## config.mk

```make
export PLATFORM = sky130hd
export DESIGN_NAME = led_sr_tx
export DESIGN_NICKNAME = d
export VERILOG_FILES = /design/src/rtl/led_sr_tx.sv
export SDC_FILE = /design/constraint.sdc
export NUM_CORES = 1
export LEC_CHECK = 0
export CORE_MARGIN = 1.5
export CORE_UTILIZATION = 25
export CTS_BUF_LIST = sky130_fd_sc_hd__clkbuf_8
export CTS_CLUSTER_SIZE = 16
export DETAILED_ROUTE_END_ITERATION = 7
export GPL_ROUTABILITY_DRIVEN = 1
export SYNTH_ARGS = -nofsm -noshare
export SYNTH_HDL_FRONTEND = slang
export SYNTH_SLANG_ARGS = --single-unit
```

## constraint.sdc

```tcl
create_clock -name clki -period 4.3 [get_ports clki]
set_input_delay 1.075 -clock clki [delete_from_list [all_inputs] [get_ports clki]]
set_output_delay 1.075 -clock clki [all_outputs]
set_load 0.05 [all_outputs]
```

## src/rtl/led_sr_tx.sv

```systemverilog
// Serial transmitter for a 74HC595-style LED chain: shifts a WIDTH-bit pattern out on sdo/sclk, then pulses rclk.
// Build option: define LED_SR_LSB_FIRST_EN to send LSB first (MSB first otherwise).
module led_sr_tx #(
   parameter int WIDTH = 8,
   parameter int DIV   = 4
) (
   input  logic             clki,
   input  logic             rs,
   input  logic             start,
   input  logic [WIDTH-1:0] data,
   output logic             sdo,
   output logic             sclk,
   output logic             rclk,
   output logic             busy,
   output logic             done
);

   localparam int DCW = (DIV > 1) ? $clog2(DIV) : 1;
   localparam int BCW = $clog2(WIDTH);

   typedef enum logic [1:0] {IDLE = 2'd0, LOW = 2'd1, HIGH = 2'd2, LATCH = 2'd3} state_t;

   state_t           state, state_d;
   logic [DCW-1:0]   dc, dc_d;
   logic [BCW-1:0]   bc, bc_d;
   logic [WIDTH-1:0] sr, sr_d;
   logic             sdo_d, sclk_d, rclk_d, busy_d, done_d;
   logic             dc_end, bc_last;

   assign dc_end  = (dc == DCW'(DIV - 1));
   assign bc_last = (bc == BCW'(WIDTH - 1));

   always_ff @(posedge clki) begin
      if (!rs) begin
         state <= IDLE;
         dc    <= '0;
         bc    <= '0;
         sr    <= '0;
         sdo   <= 1'b0;
         sclk  <= 1'b0;
         rclk  <= 1'b0;
         busy  <= 1'b0;
         done  <= 1'b0;
      end else begin
         state <= state_d;
         dc    <= dc_d;
         bc    <= bc_d;
         sr    <= sr_d;
         sdo   <= sdo_d;
         sclk  <= sclk_d;
         rclk  <= rclk_d;
         busy  <= busy_d;
         done  <= done_d;
      end
   end

   always_comb begin
      state_d = state;
      case (state)
         IDLE:    if (start)  state_d = LOW;
         LOW:     if (dc_end) state_d = HIGH;
         HIGH:    if (dc_end) state_d = bc_last ? LATCH : LOW;
         LATCH:   if (dc_end) state_d = IDLE;
         default: state_d = IDLE;
      endcase
   end

   // Pin levels are registered copies of the next state, so the board never sees decode glitches.
   always_comb begin
      dc_d  = (state == IDLE || dc_end) ? '0 : dc + DCW'(1);
      bc_d  = bc;
      sr_d  = sr;
      sdo_d = sdo;
      case (state)
         IDLE: begin
            sdo_d = 1'b0;
            if (start) begin
               sr_d = data;
               bc_d = '0;
`ifdef LED_SR_LSB_FIRST_EN
               sdo_d = data[0];
`else
               sdo_d = data[WIDTH-1];
`endif
            end
         end
         HIGH: begin
            if (dc_end) begin
               if (bc_last) begin
                  sdo_d = 1'b0;
               end else begin
                  bc_d = bc + BCW'(1);
`ifdef LED_SR_LSB_FIRST_EN
                  sr_d  = sr >> 1;
                  sdo_d = sr[1];
`else
                  sr_d  = sr << 1;
                  sdo_d = sr[WIDTH-2];
`endif
               end
            end
         end
         LATCH:   sdo_d = 1'b0;
         default: ;
      endcase
      sclk_d = (state_d == HIGH);
      rclk_d = (state_d == LATCH);
      busy_d = (state_d != IDLE);
      done_d = (state == LATCH) && dc_end;
   end

endmodule

```

Word-level counts from Yosys, hierarchy flattened
Cells that the tools add are included.
{ "word_totals": {"input_bits": 11, "reg_bits": 19, "wordCells": 49} }
{ "classes": {"n_addsub": 2, "reduce_logical": 9, "n_bitwise": 1, "n_eq_ne": 10, "n_mux": 18} }
{ "op_table": {"columns": ["op", "n"], "rows": [
  ["2-to-1 mux 7 bit", 3],
  ["case mux 7 bit (2 select lines)", 1],
  ["== test 2 bit, second input constant", 5],
  ["2-to-1 mux 2 bit", 5],
  ["2-to-1 mux 3 bit", 3],
  ["case mux 2 bit (4 select lines)", 1],
  ["!= test 2 bit, second input constant", 3],
  ["case mux 3 bit (2 select lines)", 1],
  ["AND reduction 4 bit", 1],
  ["nonzero test 2 bit", 2],
  ["adder 3 x 1 -> 3 bit, second input constant", 1],
  ["== test 3 bit, second input constant", 1],
  ["2-to-1 mux 1 bit", 3],
  ["case mux 1 bit (3 select lines)", 1],
  ["nonzero test 3 bit", 1],
  ["adder 2 x 1 -> 2 bit, second input constant", 1],
  ["== test 2 x 1 -> 1 bit, second input constant", 1],
  ["logical NOT 2 bit", 1],
  ["AND reduction 2 bit", 1],
  ["OR reduction 2 bit", 1],
  ["logical AND 1 bit", 1],
  ["logical OR 1 bit", 1],
  ["inverter 1 bit", 1]
]} }

Longest topological paths before layout
{ "depth": {"depth_word": 5, "ltp_mapped": 5, "depth_no_buf": 5} }

Least setup slack after synthesis
No wires, ideal clock.
{ "synth_timing": {"kind": "input-to-reg", "start": "input port start", "end": "register sr[1]", "cell_stages": 3, "path_buffers": 0, "slack_ns": 2.608, "arrival_ns": 1.620, "setup_time_ns": 0.072, "path_cell_list": "nand2b_2 a21oi_4 mux2i_1"} }
{ "synth_via": {"elab_chain_len": 2} }
{ "synth_rtl": {"columns": ["item", "line_no", "rtl"], "rows": [
  ["start, declared", "9", "input logic start,"],
  ["!= test 2 bit (no source line)", null, null],
  ["AND reduction 4 bit (no source line)", null, null],
  ["end signal, assigned", "48", "sr <= sr_d;"],
  ["end, declared", "26", "logic [WIDTH-1:0] sr, sr_d;"]
]} }
No other way between the ends.
A chain may end at the register's enable or synchronous reset.

Worst setup path in the final report
{ "layout_timing": {"start": "register sdo", "end": "output port sdo"} }
{ "layout_rtl": {"columns": ["item", "line_no", "rtl"], "rows": [
  ["start, declared", "11", "output logic sdo,"],
  ["start signal, assigned", "49", "sdo <= sdo_d;"]
]} }
No word-level cell between the ends.

==> run metrics <==
CP Class=register to output pin; reg2reg end=sr[1]$_SDFFE_PN0P_; Starting Density=between 20% and 30%; WP buf/inv=1; port bufs=15; Worst-Skew Late Latency=250 ps; routed via count=676; CP max FO=2; CTS tree=done; Synth area leader=dfxtp_1; CP peak stage delay=~800 ps; Crit. End Element=output pin; Final Max Slew Viols=0; hold_buf cts=0; Root Buffer=clkbuf_8; Non-Filler Cell Area, Final=1170 um2; Die H=around 64 um; CP top delay family=buffers and inverters; Switch Pwr=0.0000873 W; Worst-Margin Slew=761 ps; synth cell count leaders=19 x dfxtp_1, 17 x nand2_1, 7 x mux2i_1; Setup Buffers After CTS=0; Area after DPL=roughly 1100 um2; core area=3630 um2; GRT overflow=0; dpl hpwl=1.17 mm; clk slew on worst S/H paths=70 ps; fillers=between 300 and 400; vias in the first global route=approximately 640; Seq/Total Area, Yosys=40.5%; initial antenna violation count=0; synth top area cells=dfxtp_1 40%, mux2i_1 7.5%, mux2_1 7.2%; Post-Syn Instances=94; RSZ-0062 raised after global routing=no; final wirelength=approximately 1.6 mm; post-layout util=about a third; hold wc startpoint=dc[0]$_SDFF_PP0_; Synth Register Bits=19; predominant post-synthesis flop cell=dfxtp_1; clk sinks=19; FF-to-FF path depth=5; Mapped Nets=109; GPL Wtd Cong=0.700; P_int=0.000272 W; drt via density=~4.3; Clock Path Buffers=2; fin crit share=a little under three fifths; layout cells sized above 1=11.0%; Tot GR Track Use=8.51%; DRT Pass-1 Iters=2; Synth Area per Inst=10.0 um2; CP max-delay cell=clkdlybuf4s50_1; H-Tree Level Count=1; final setup vio count=0; asr flop ratio synth=0%; area delta synth->final=24.8%; # rows=22; crit path cell chain=clkdlybuf4s50_1; max-cap viol count=0; worst reg2reg setup slack=roughly 2600 ps; Post-synth EDFFs=0; Req. time, crit path=3220 ps; Hold Path Depth=1; Antenna Cells=0; Comb power frac=12.5%; total die area=4140 um2; Max rail drop VDD=110 uV; Min-Delay Endpoint=dc[0]$_SDFF_PP0_; r2r startpoint=bc[0]$_SDFFE_PN0P_; Synth top area share=between 40 and 50%; # IOs=16; count leader, synth=dfxtp_1; Netlist cell types=30; post-CTS sizing=0; antenna viol nets, final=0; sequential group share of total power=53.4%; Yosys Warn Count=0; Cell Area, Synth=940 um2; DR WL/cell=10.2 um; storage element area=380 um2; Rel. slew slack=roughly 49%; cts bufs inserted=3; Die Wd=64.3 um; Total Nets Final=roughly 130; largest net degree at the start of global routing=26; Multi-input gate area=about 520 um2; setup TNS=0 ps; global-route wire length before repair=2.79 mm; Min Clock Period, post-route=approximately 2500 ps; DRC Markers=0; Worst setup SP type=register; final hold violations=0; CP arrival=roughly 1400 ps; Iter 0 DRT Violations=47; Worst Clk Skew=4.49 ps; f_max=0.405 GHz; HP Class=register to register; Power Dens Cells=306 nW/um2; Clk pwr share=around a third; Sw Ratio=approximately a quarter; leakage=0.429 nW; status=finished clean
[worst max-delay path by stage]
stage,to,startpoint,slack [ps],cells past startpoint
floorplan,sr[1]$_SDFFE_PN0P_,start,2610,3
global placement,sdo$_SDFFE_PN0P_,rs,1620,4
detailed placement,sdo$_SDFFE_PN0P_,rs,1570,4
CTS,sdo,sdo$_SDFFE_PN0P_,1820,1
global route,sdo$_SDFFE_PN0P_,rs,1690,4
finish,sdo,sdo$_SDFFE_PN0P_,1830,1
[sequential cells by signal, summed over array words and instances (netlist names)]
signal	cells
sclk	1
sr	7
dc	2
bc	3
busy	1
done	1
rclk	1
state	2
sdo	1
[cell families after synthesis]
family | synth area share (%)
AND/OR/NAND/NOR | 23.0
flip-flops | 40.5
AO/OA/AOI/OAI | 12.8
multiplexers | 14.6
buffers and inverters | 3.73
adder cells (fa/ha/maj) | 5.33
[power groups by stage]
stage | Sequential (W) | Clock [W] | Combinational, W
after global routing | 0.000193 | 0.000135 | 0.0000494
after floorplan | 0.000198 | 0 | 0.0000263
after global placement | 0.000195 | 0 | 0.0000449
final | 0.000192 | 0.000122 | 0.0000449
after CTS | 0.000192 | 0.000127 | 0.0000457
after detailed placement | 0.000196 | 0 | 0.0000456
[cell type report]
class | instances | share of cell area [%]
clock buffer | 3 | 3.52
timing repair buffer | 15 | 12.8
inverter | 3 | 0.961
sequential | 19 | 32.4
tap | 48 | 5.12
multi-input combinational | 68 | 44.7
clock inverter | 1 | 0.427
[metal layers]
layer	track usage, %	part of all wire (%)	vias up
met5	0	0	-
met4	3.99	0.69	0
met3	2.29	4.5	2
met2	13.3	44	15
met1	10.8	50	306
li1	-	-	353
[cell usage in the layout, fill, tap and decap left out]
cell type        Yosys  routed
nand3b_2             1       1
nor4_4               1       1
nor3b_1              4       4
mux2_1               6       6
mux2i_1              7       7
o211ai_1             1       1
clkinv_2             0       1
nand2_2              1       1
inv_1                3       3
nand2_1             17      17
nor2_1               3       3
ha_1                 4       4
a21oi_1              2       2
o21a_1               1       1
nand2b_1             3       3
o22a_1               1       1
clkdlybuf4s50_1      0      15
a21boi_1             1       1
o21ai_1              1       1
a21oi_4              1       1
nor2b_2              2       2
dfxtp_1             19      19
clkbuf_8             0       3
and2_1               1       1
o2bb2ai_1            4       4
and3b_1              1       1
nand2b_2             1       1
a221oi_2             1       1
a211oi_1             1       1
nor2b_1              2       2
[per-stage QoR]
stage	setup slack [ps]	instances	power, W	hold WS [ps]
after floorplan	2610	94	0.000224	421
after global placement	1620	153	0.000240	430
after detailed placement	1570	153	0.000241	440
after CTS	1820	157	0.000364	459
after global routing	1690	157	0.000378	466
final	1830	157	0.000359	454
(Power assumes the default switching activity.)
